File: src/rtl/cam_cfg_pkg.sv
// ============================================================================
// cam_cfg_pkg
// ----------------------------------------------------------------------------
// Shared types and constants for the camera register-init sequencer.
//   cfg_entry_t : one table entry, {register address, register value}
//   CFG_END     : entry value that terminates a table
//   CFG_DELAY   : entry value that inserts a fixed settle delay
//   state_t     : sequencer FSM states
//   mkEntry     : helper that builds a write entry from address and value
// ============================================================================
package cam_cfg_pkg;

    typedef struct packed {
        logic [7:0] reg_addr;
        logic [7:0] reg_data;
    } cfg_entry_t;

    localparam logic [15:0] CFG_END   = 16'hFFFF;
    localparam logic [15:0] CFG_DELAY = 16'hFFF0;

    typedef enum logic [2:0] {
        IDLE,
        FETCH,
        DECODE,
        ISSUE,
        WAIT,
        DELAY,
        DONE,
        ERR
    } state_t;

    // Builds a register write entry so the ROM tables read as address/value pairs.
    function automatic cfg_entry_t mkEntry(input logic [7:0] addr, input logic [7:0] data);
        return '{reg_addr: addr, reg_data: data};
    endfunction

endpackage

File: src/rtl/cam_cfg_table.sv
// ============================================================================
// cam_cfg_table
// ----------------------------------------------------------------------------
// Synchronous case-ROM holding one register-init table per sensor mode.
// The entry addressed by (mode_i, idx_i) appears on entry_o one clock later.
// Any address outside a table, outside DEPTH or outside N_MODES reads as the
// end marker, so a table without an explicit end still terminates cleanly.
//
// Ports
//   clk_i    in   1       system clock
//   mode_i   in   MW      table select
//   idx_i    in   AW      entry index within the table
//   entry_o  out  16      registered table entry (cfg_entry_t)
// ============================================================================
module cam_cfg_table
    import cam_cfg_pkg::*;
#(
    parameter int N_MODES = 2,
    parameter int DEPTH   = 256,
    parameter int MW      = 1,
    parameter int AW      = 8
) (
    input  logic          clk_i,
    input  logic [MW-1:0] mode_i,
    input  logic [AW-1:0] idx_i,
    output cfg_entry_t    entry_o
);

    cfg_entry_t entry_d;
    cfg_entry_t entry_q;

    // Table lookup. Mode 0 is QVGA RGB565: soft-reset the sensor through
    // COM7, let it settle, then select QVGA + RGB. Mode 1 is VGA YUV422 and
    // carries no explicit end marker; the first index past its last write
    // falls through to the default and terminates the walk.
    always_comb begin
        entry_d = cfg_entry_t'(CFG_END);
        case (int'(mode_i))
            0: begin
                case (int'(idx_i))
                    0:       entry_d = mkEntry(8'h12, 8'h80);
                    1:       entry_d = cfg_entry_t'(CFG_DELAY);
                    2:       entry_d = mkEntry(8'h12, 8'h14);
                    3:       entry_d = cfg_entry_t'(CFG_END);
                    default: entry_d = cfg_entry_t'(CFG_END);
                endcase
            end
            1: begin
                case (int'(idx_i))
                    0:       entry_d = mkEntry(8'h11, 8'h80);
                    1:       entry_d = mkEntry(8'h12, 8'h00);
                    2:       entry_d = mkEntry(8'h0C, 8'h04);
                    3:       entry_d = mkEntry(8'h3E, 8'h00);
                    4:       entry_d = mkEntry(8'h40, 8'hC0);
                    5:       entry_d = mkEntry(8'h3A, 8'h04);
                    6:       entry_d = mkEntry(8'h67, 8'h80);
                    7:       entry_d = mkEntry(8'h68, 8'h80);
                    default: entry_d = cfg_entry_t'(CFG_END);
                endcase
            end
            default: entry_d = cfg_entry_t'(CFG_END);
        endcase

        // Guards for non-power-of-two DEPTH and for modes beyond the table set.
        if (int'(idx_i) >= DEPTH) begin
            entry_d = cfg_entry_t'(CFG_END);
        end
        if (int'(mode_i) >= N_MODES) begin
            entry_d = cfg_entry_t'(CFG_END);
        end
    end

    // One-cycle read latency, matching a block-RAM style ROM.
    always_ff @(posedge clk_i) begin
        entry_q <= entry_d;
    end

    assign entry_o = entry_q;

endmodule

File: src/rtl/cam_cfg_sequencer.sv
// ============================================================================
// cam_cfg_sequencer
// ----------------------------------------------------------------------------
// Walks the register-init table selected by `mode` and hands every write
// entry to the SCCB write master over a valid/ready handshake. Delay markers
// stall for DELAY_CYC clocks, end markers (or the last table index) finish the
// sequence, and NACKed writes are re-issued up to MAX_RETRY times before the
// sequencer gives up with error.
//
// Ports
//   clk        in   1    system clock
//   reset      in   1    synchronous, active-high
//   start      in   1    one-cycle pulse, honoured only when not busy
//   mode       in   MW   table select, sampled on start
//   cmd_valid  out  1    write request to the SCCB master
//   cmd_ready  in   1    master accepts when cmd_valid && cmd_ready
//   cmd_reg    out  8    register address of the pending write
//   cmd_data   out  8    register value of the pending write
//   wr_done    in   1    one-cycle pulse, write finished
//   wr_nack    in   1    qualifies wr_done: slave NACKed
//   busy       out  1    sequence in progress
//   done       out  1    level, table completed
//   error      out  1    level, retries exhausted or mode out of range
//   entry_idx  out  AW   index of the entry being processed, held afterwards
// ============================================================================
module cam_cfg_sequencer
    import cam_cfg_pkg::*;
#(
    parameter int  N_MODES   = 2,
    parameter int  DEPTH     = 256,
    parameter int  DELAY_CYC = 2500000,
    parameter int  MAX_RETRY = 3,
    localparam int MW        = (N_MODES > 1) ? $clog2(N_MODES) : 1,
    localparam int AW        = (DEPTH > 1) ? $clog2(DEPTH) : 1
) (
    input  logic          clk,
    input  logic          reset,
    input  logic          start,
    input  logic [MW-1:0] mode,
    output logic          cmd_valid,
    input  logic          cmd_ready,
    output logic [7:0]    cmd_reg,
    output logic [7:0]    cmd_data,
    input  logic          wr_done,
    input  logic          wr_nack,
    output logic          busy,
    output logic          done,
    output logic          error,
    output logic [AW-1:0] entry_idx
);

    localparam int DCW = (DELAY_CYC > 1) ? $clog2(DELAY_CYC) : 1;
    localparam int RCW = (MAX_RETRY > 0) ? $clog2(MAX_RETRY + 1) : 1;

    localparam logic [AW-1:0]  LAST_IDX   = AW'(DEPTH - 1);
    localparam logic [DCW-1:0] DELAY_LOAD = DCW'(DELAY_CYC - 1);
    localparam logic [RCW-1:0] RETRY_MAX  = RCW'(MAX_RETRY);

    state_t          state_q,    state_d;
    logic [MW-1:0]   modeSel_q,  modeSel_d;
    logic [AW-1:0]   idx_q,      idx_d;
    logic [RCW-1:0]  retryCnt_q, retryCnt_d;
    logic [DCW-1:0]  delayCnt_q, delayCnt_d;
    logic            cmdValid_q, cmdValid_d;
    logic [7:0]      cmdReg_q,   cmdReg_d;
    logic [7:0]      cmdData_q,  cmdData_d;
    logic            busy_q,     busy_d;
    logic            done_q,     done_d;
    logic            error_q,    error_d;

    logic            entryDone;
    logic            tableDone;
    cfg_entry_t      romEntry;
    logic [15:0]     romWord;

    // The ROM is addressed from registered state only, so the latched mode
    // decides the table and a wiggling mode input cannot disturb a running walk.
    cam_cfg_table #(
        .N_MODES (N_MODES),
        .DEPTH   (DEPTH),
        .MW      (MW),
        .AW      (AW)
    ) u_table (
        .clk_i   (clk),
        .mode_i  (modeSel_q),
        .idx_i   (idx_q),
        .entry_o (romEntry)
    );

    assign romWord = romEntry;

    // Next-state logic. entryDone marks an entry that finished (write acked or
    // delay elapsed); tableDone marks the end of the whole walk. Both are
    // resolved after the state case so the last-index check lives in one place.
    always_comb begin
        state_d    = state_q;
        modeSel_d  = modeSel_q;
        idx_d      = idx_q;
        retryCnt_d = retryCnt_q;
        delayCnt_d = delayCnt_q;
        cmdValid_d = cmdValid_q;
        cmdReg_d   = cmdReg_q;
        cmdData_d  = cmdData_q;
        busy_d     = busy_q;
        done_d     = done_q;
        error_d    = error_q;
        entryDone  = 1'b0;
        tableDone  = 1'b0;

        case (state_q)
            IDLE, DONE, ERR: begin
                if (start) begin
                    modeSel_d  = mode;
                    idx_d      = '0;
                    retryCnt_d = '0;
                    delayCnt_d = '0;
                    done_d     = 1'b0;
                    if (int'(mode) >= N_MODES) begin
                        state_d = ERR;
                        error_d = 1'b1;
                        busy_d  = 1'b0;
                    end else begin
                        state_d = FETCH;
                        error_d = 1'b0;
                        busy_d  = 1'b1;
                    end
                end
            end

            FETCH: begin
                state_d = DECODE;
            end

            DECODE: begin
                if (romWord == CFG_END) begin
                    tableDone = 1'b1;
                end else if (romWord == CFG_DELAY) begin
                    state_d    = DELAY;
                    delayCnt_d = DELAY_LOAD;
                end else begin
                    state_d    = ISSUE;
                    cmdReg_d   = romEntry.reg_addr;
                    cmdData_d  = romEntry.reg_data;
                    cmdValid_d = 1'b1;
                    retryCnt_d = '0;
                end
            end

            ISSUE: begin
                if (cmdValid_q && cmd_ready) begin
                    cmdValid_d = 1'b0;
                    state_d    = WAIT;
                end
            end

            WAIT: begin
                if (wr_done) begin
                    if (!wr_nack) begin
                        entryDone = 1'b1;
                    end else if (retryCnt_q < RETRY_MAX) begin
                        retryCnt_d = retryCnt_q + 1'b1;
                        cmdValid_d = 1'b1;
                        state_d    = ISSUE;
                    end else begin
                        state_d = ERR;
                        error_d = 1'b1;
                        busy_d  = 1'b0;
                    end
                end
            end

            DELAY: begin
                if (delayCnt_q == '0) begin
                    entryDone = 1'b1;
                end else begin
                    delayCnt_d = delayCnt_q - 1'b1;
                end
            end

            default: begin
                state_d = IDLE;
            end
        endcase

        // The last index finishes the table instead of wrapping back to 0.
        if (entryDone) begin
            if (idx_q == LAST_IDX) begin
                tableDone = 1'b1;
            end else begin
                idx_d   = idx_q + 1'b1;
                state_d = FETCH;
            end
        end

        if (tableDone) begin
            state_d = DONE;
            done_d  = 1'b1;
            busy_d  = 1'b0;
        end
    end

    // State and handshake registers. Reset abandons any transfer in flight.
    always_ff @(posedge clk) begin
        if (reset) begin
            state_q    <= IDLE;
            modeSel_q  <= '0;
            idx_q      <= '0;
            retryCnt_q <= '0;
            delayCnt_q <= '0;
            cmdValid_q <= 1'b0;
            cmdReg_q   <= '0;
            cmdData_q  <= '0;
            busy_q     <= 1'b0;
            done_q     <= 1'b0;
            error_q    <= 1'b0;
        end else begin
            state_q    <= state_d;
            modeSel_q  <= modeSel_d;
            idx_q      <= idx_d;
            retryCnt_q <= retryCnt_d;
            delayCnt_q <= delayCnt_d;
            cmdValid_q <= cmdValid_d;
            cmdReg_q   <= cmdReg_d;
            cmdData_q  <= cmdData_d;
            busy_q     <= busy_d;
            done_q     <= done_d;
            error_q    <= error_d;
        end
    end

    assign cmd_valid = cmdValid_q;
    assign cmd_reg   = cmdReg_q;
    assign cmd_data  = cmdData_q;
    assign busy      = busy_q;
    assign done      = done_q;
    assign error     = error_q;
    assign entry_idx = idx_q;

endmodule

File: config.mk
export PLATFORM = sky130hd
export DESIGN_NAME = cam_cfg_sequencer
export DESIGN_NICKNAME = d
export VERILOG_FILES = /design/src/rtl/cam_cfg_pkg.sv /design/src/rtl/cam_cfg_table.sv /design/src/rtl/cam_cfg_sequencer.sv
export SDC_FILE = /design/constraint.sdc
export NUM_CORES = 1
export LEC_CHECK = 0
export CAP_MARGIN = 40
export CORE_ASPECT_RATIO = 1.1
export CORE_MARGIN = 4
export CORE_UTILIZATION = 55
export CTS_CLUSTER_DIAMETER = 50
export DETAILED_ROUTE_END_ITERATION = 8
export PLACE_DENSITY_LB_ADDON = 0.15
export RECOVER_POWER = 50
export SYNTH_ARGS = -nofsm -noshare
export SYNTH_HDL_FRONTEND = slang
export SYNTH_SLANG_ARGS = --single-unit
File: constraint.sdc
create_clock -name clk -period 3.5 [get_ports clk]
set_input_delay 0.7 -clock clk [delete_from_list [all_inputs] [get_ports clk]]
set_output_delay 0.7 -clock clk [all_outputs]
set_load 0.05 [all_outputs]
Word-level counts from Yosys, hierarchy flattened
Memories as Yosys holds them, arrays and structs flattened. A register that Yosys moved wholly into a read port is not among the register bits. Cells that the tools add are included. W data, S select, Z words.

Logic and storage cells: 122. ROM bits: 80. Output and inout bits: 28. Register bits: 72. Memories: 1.

Bitwise logic cells: 3. Muxes and demuxes: 58. Equality and inequality tests: 22. $lt $le $gt $ge: 1. $add $sub $neg: 3. Reductions and logical operators: 20.

Memories: (no name shown) (depth 8, width 10, read ports 1, clocked after memory_dff 1, wr ports 0, line cam_cfg_table.sv:49) `case (int'(idx_i))`.

Operators with widths (count): $mux W22 (4); $pmux W22 S3 (1); $pmux W16 S3 (1); $mux W3 (11); $eq A16 B16 Y1 const B (2); $mux W8 (4); $pmux W16 S2 (1); $mux W1 (23); $logic_not A22 Y1 (1); $sub A22 B1 Y22 const B (1); $ne A2 B2 Y1 const B (10); $mux W16 (1); $pmux W3 S5 (1); $reduce_and A7 Y1 (2); $eq A3 B3 Y1 const B (4); $mux W2 (6); $reduce_and A5 Y1 (2); $reduce_bool A3 Y1 (3); $add A8 B1 Y8 const B (1); $eq A8 B1 Y1 const B (1); $eq A8 B2 Y1 const B (1); $eq A8 B8 Y1 const B (1); $logic_not A8 Y1 (1); $eq A3 B2 Y1 const B (2); other kinds (15) (22).

Depth between registers and ports, before layout
Gate-level depths: netlist of the first run.

Word-level depth: 8. Depth in mapped cells: 10. Depth with buffers taken out: 10.

Cells and area by module
Synthesis of the first run repeated with hierarchy kept, for this count alone.

Cell total of the unflattened synthesis: 422. Area, all modules: 3515.9 um^2.

Modules (own cells, without submodules): cam_cfg_sequencer (cells an instance 356, times used 1, sequential area each 1121.1 um^2, area each 2897.8 um^2); cam_cfg_table (cells an instance 66, times used 1, sequential area each 260.2 um^2, area each 618.1 um^2).

Least setup slack after synthesis of the first run
OpenSTA, ideal clock, no wires.

Kind: reg-to-reg. Start: register idx_q[1] (netlist: entry_idx[1]). End: register with a tool-made name. Path slack: 0.695 ns. Clock period less this slack: 2.805 ns. Data required time: 3.379 ns. Path buffers: 0. Arrival: 2.684 ns. Library setup time: 0.121 ns. Cell stages (with the launch flop): 10. Path through: dfxtp_1 -> ha_1 -> and3_1 -> and2_1 -> nand4_1 -> nand2_1 -> a32o_1 -> inv_1 -> ha_1 -> mux2_4.

RTL lines: start: declaration (line cam_cfg_sequencer.sv:61) `logic [AW-1:0] idx_q, idx_d;`; start signal: assignment (line cam_cfg_sequencer.sv:219) `idx_q <= idx_d;`.

==> run_results.csv, run 1 <==
group,metric,value,unit
run_status,status,"complete, no violations",
die,die-area,0.00815,mm2
critical_path,critPathLaunchType,"register",
critical_path,worst_setup_path_end_kind,"register",
synthesis,synth_top_flop_cell,"dfxtp_1",
synthesis,yosys_warnings,0,
timing,timing.final.ws_setup,0.487,ns
synthesis,ys_seq_area_frac,0.409,
synthesis,syn-cell-area,0.00372,mm2
synthesis,netlist-cell-type-count,58,
cts,cts-resized-gates,0,
hold_path,min_delay_path_depth,1,
timing,fin_setup_tns,0,ns
route,vias_per_cell,5.86,
cts,ctsRootBufferMaster,"clkbuf_8",
critical_path,r2r-start,"delayCnt_q[12]",
critical_path,crit_chain,"nor4_4, nand3_2, o31ai_1, clkbuf_1, a32o_1, inv_1, ha_1, mux2_4",
hold_path,hp-class,"register to register",
synthesis,synthesis.nets,459,
pwr,powerDensity,474,mW/mm2
route,drt_drc_violations_left,0,
timing,clock_skew,0.0115,ns
synthesis,synth.avg_cell_area,8.50,um2
cts,ctsHoldBuffers,0,
die,io_pins,35,
timing,finalHoldViolCount,0,
critical_path,cp.required,3.74,ns
global_routing,grt_use_total,0.222,
cells_and_area,final_area,0.00430,mm2
cts,cts_tree,"done",
critical_path,worst_path_largest_cell_delay,0.47,ns
critical_path,reg2reg_slack,0.49,ns
critical_path,cpMaxStageDelayCell,"nor4_4",
critical_path,r2r_cells,8,
cts,numCtsBuffers,9,
route,drt_first_pass_iters,5,
synthesis,synthArstFlopShare,0,
global_routing,grt_first_pass_wirelength,14500,um
cts,postCtsSetupBuffers,0,
critical_path,crit_fanout,11,
route,wl,8550,um
pwr,leakage,1.73,nW
cells_and_area,layout.nets,487,
timing,worst_slew_pin_slew,0.804,ns
cells_and_area,post-route-util,0.652,
timing,setup_violations,0,
die,dieWidth,86.4,um
run,maxCapViolations,0,
cells_and_area,diodes,0,
cts,clock_latency,0.35,ns
timing,rsz0062_at_grt,"no",
global_routing,overflow,0,
die,num_rows,31,
synthesis,ys_ff_latch,76,
timing,slew_headroom,0.462,
timing,maxSlewViolCount,0,
global_routing,grt_pass1_vias,3099,
place,io_buffers,34,
timing,fmax,0.332,GHz
global_routing,grt_antenna_before_repair,0,
route,drt-initial-drc-count,272,
place,dp_hpwl,5900,um
cts,clock_path_buffers,2,
timing,period_share,0.861,
cts,clk_pin_slew,0.08,ns
die,coreArea,0.00659,mm2
die,initial_core_util,0.565,
route,dr_total_vias,3236,
synthesis,synthCells,438,
place,dpl_worst_slack,0.421,ns
pwr,ir_drop,0.268,mV
pwr,fin_total_pwr,2.04,mW
hold_path,whs_endpoint,"u_table.entry_o[9]",
cells_and_area,area_growth,15.6,%
route,route.antenna.remaining_nets,0,
critical_path,path_class,"register to register",
synthesis,synth_edf_count,0,
cells_and_area,num-fill-cells,569,
die,die_h,94.3,um
global_routing,grt_max_degree,50,
place,placed_area,0.00410,mm2
route,wl_per_cell,15.5,um
cells_and_area,drive_gt1_frac,0.0809,
timing,min_period,3.01,ns
cts,numClockSinks,76,
place,place.gp.congestion,0.904,
cts,htree_levels,3,
critical_path,worstPathArrival,3.25,ns
layer usage:
layer	up-vias	wire length [um]	global-route usage
met2	108	3640	0.325
met5	-	0	0
met3	4	610	0.0500
met1	1488	4250	0.318
li1	1636	-	-
met4	0	50	0.0766
per-stage QoR:
step / cells / hold slack [ns]
2_1_floorplan: 438 / 0.393
3_3_place_gp: 537 / 0.403
3_5_place_dp: 537 / 0.407
4_1_cts: 552 / 0.424
5_1_grt: 552 / 0.429
6_report: 552 / 0.423
critical path, delay by kind of cell (launching register included):
kind / cells / cell delay [ns]
muxes: 1 / 0.26
adders and majority gates: 1 / 0.29
and+or+nand+nor: 2 / 0.63
AOI/OAI and AO/OA: 2 / 0.72
buffers and inverters: 2 / 0.60
DFF: 1 / 0.39
worst max path at each step:
stage / startpoint / depth (start not counted) / end
floorplan: entry_idx[1] / 9 / register
global placement: start / 8 / register
detailed placement: start / 8 / register
CTS: entry_idx[1] / 9 / register
global route: delayCnt_q[5] / 8 / register
finish: delayCnt_q[12] / 8 / register
placed cells by master, fill, tap and decap left out, types with 2 or more instances in the layout:
cell type / n
and2_0: 4
nand2_1: 26
o31ai_1: 2
clkbuf_8: 9
o21a_1: 8
nand3_1: 8
or3_1: 4
nand4b_1: 3
clkdlybuf4s50_1: 5
dlygate4sd3_1: 28
nor4_1: 7
inv_1: 12
nand3b_1: 3
dfxtp_1: 76
nand4_1: 7
nor2_1: 54
a211oi_1: 4
and3_1: 8
clkbuf_1: 2
a21oi_1: 38
o21ai_0: 37
and2_1: 3
xnor2_1: 2
clkinvlp_4: 2
nor3b_1: 3
or2_2: 3
nand2b_1: 4
bufinv_16: 2
mux2i_1: 18
o41ai_1: 2
and4_1: 2
nor2b_1: 4
buf_4: 6
a32o_1: 5
mux2_4: 4
ha_1: 14
nor3_1: 19
o211ai_1: 3
a31oi_1: 4
logic make-up (layout without fill, tap and decap cells):
logic type,Yosys count,count (layout),synth area share
AOI/OAI and AO/OA,117,117,0.194
xor gates and xnor gates,2,2,0.00471
adders and majority gates,14,14,0.0471
buffers and inverters,38,70,0.0450
DFF,76,76,0.409
muxes,23,23,0.0676
and+or+nand+nor,168,168,0.233
synthesized netlist by cell type, drive strengths merged, types with 4 or more instances:
cell type | count | area (um2)
a32o | 5 | 50.1
o21ai | 37 | 185
nor2b | 4 | 25.0
and3 | 8 | 50.1
nor3 | 20 | 105
a211oi | 4 | 30.0
nand3 | 9 | 50.1
or3 | 4 | 25.0
inv | 13 | 48.8
nand2b | 4 | 25.0
mux2 | 5 | 71.3
ha | 14 | 175
mux2i | 18 | 180
dfxtp | 76 | 1520
o21a | 8 | 60.1
a31oi | 5 | 37.5
a21oi | 38 | 190
clkbuf | 16 | 60.1
and2 | 7 | 43.8
nor2 | 54 | 203
nand4 | 7 | 43.8
buf | 9 | 58.8
nor4 | 8 | 65.1
nand2 | 26 | 97.6
power breakdown:
group	total (mW)	switching, mW	internal [mW]	leakage (nW)
Sequential	0.932	0.0301	0.902	0.616
Clock	0.729	0.330	0.399	0.102
Combinational	0.376	0.251	0.126	1.02
layout make-up:
| class | count | area [um2] | share of cell area |
|---|---|---|---|
| inverters | 13 | 48.8 | 0.0113 |
| flip-flops and latches | 76 | 1520 | 0.354 |
| clock inverters | 6 | 88.8 | 0.0207 |
| repair buffers | 42 | 388 | 0.0902 |
| multi-input cells | 324 | 2030 | 0.471 |
| clock buffers | 9 | 124 | 0.0288 |
| well taps | 82 | 103 | 0.0239 |
(Power assumes the default switching activity.)
==> run 2, diff against run 1 <==
Settings changed: CTS_CLUSTER_DIAMETER 50 to 150.
==> results of run 2 <==
Same layout as run 1: the final DEF is identical, and so are final timing and power.
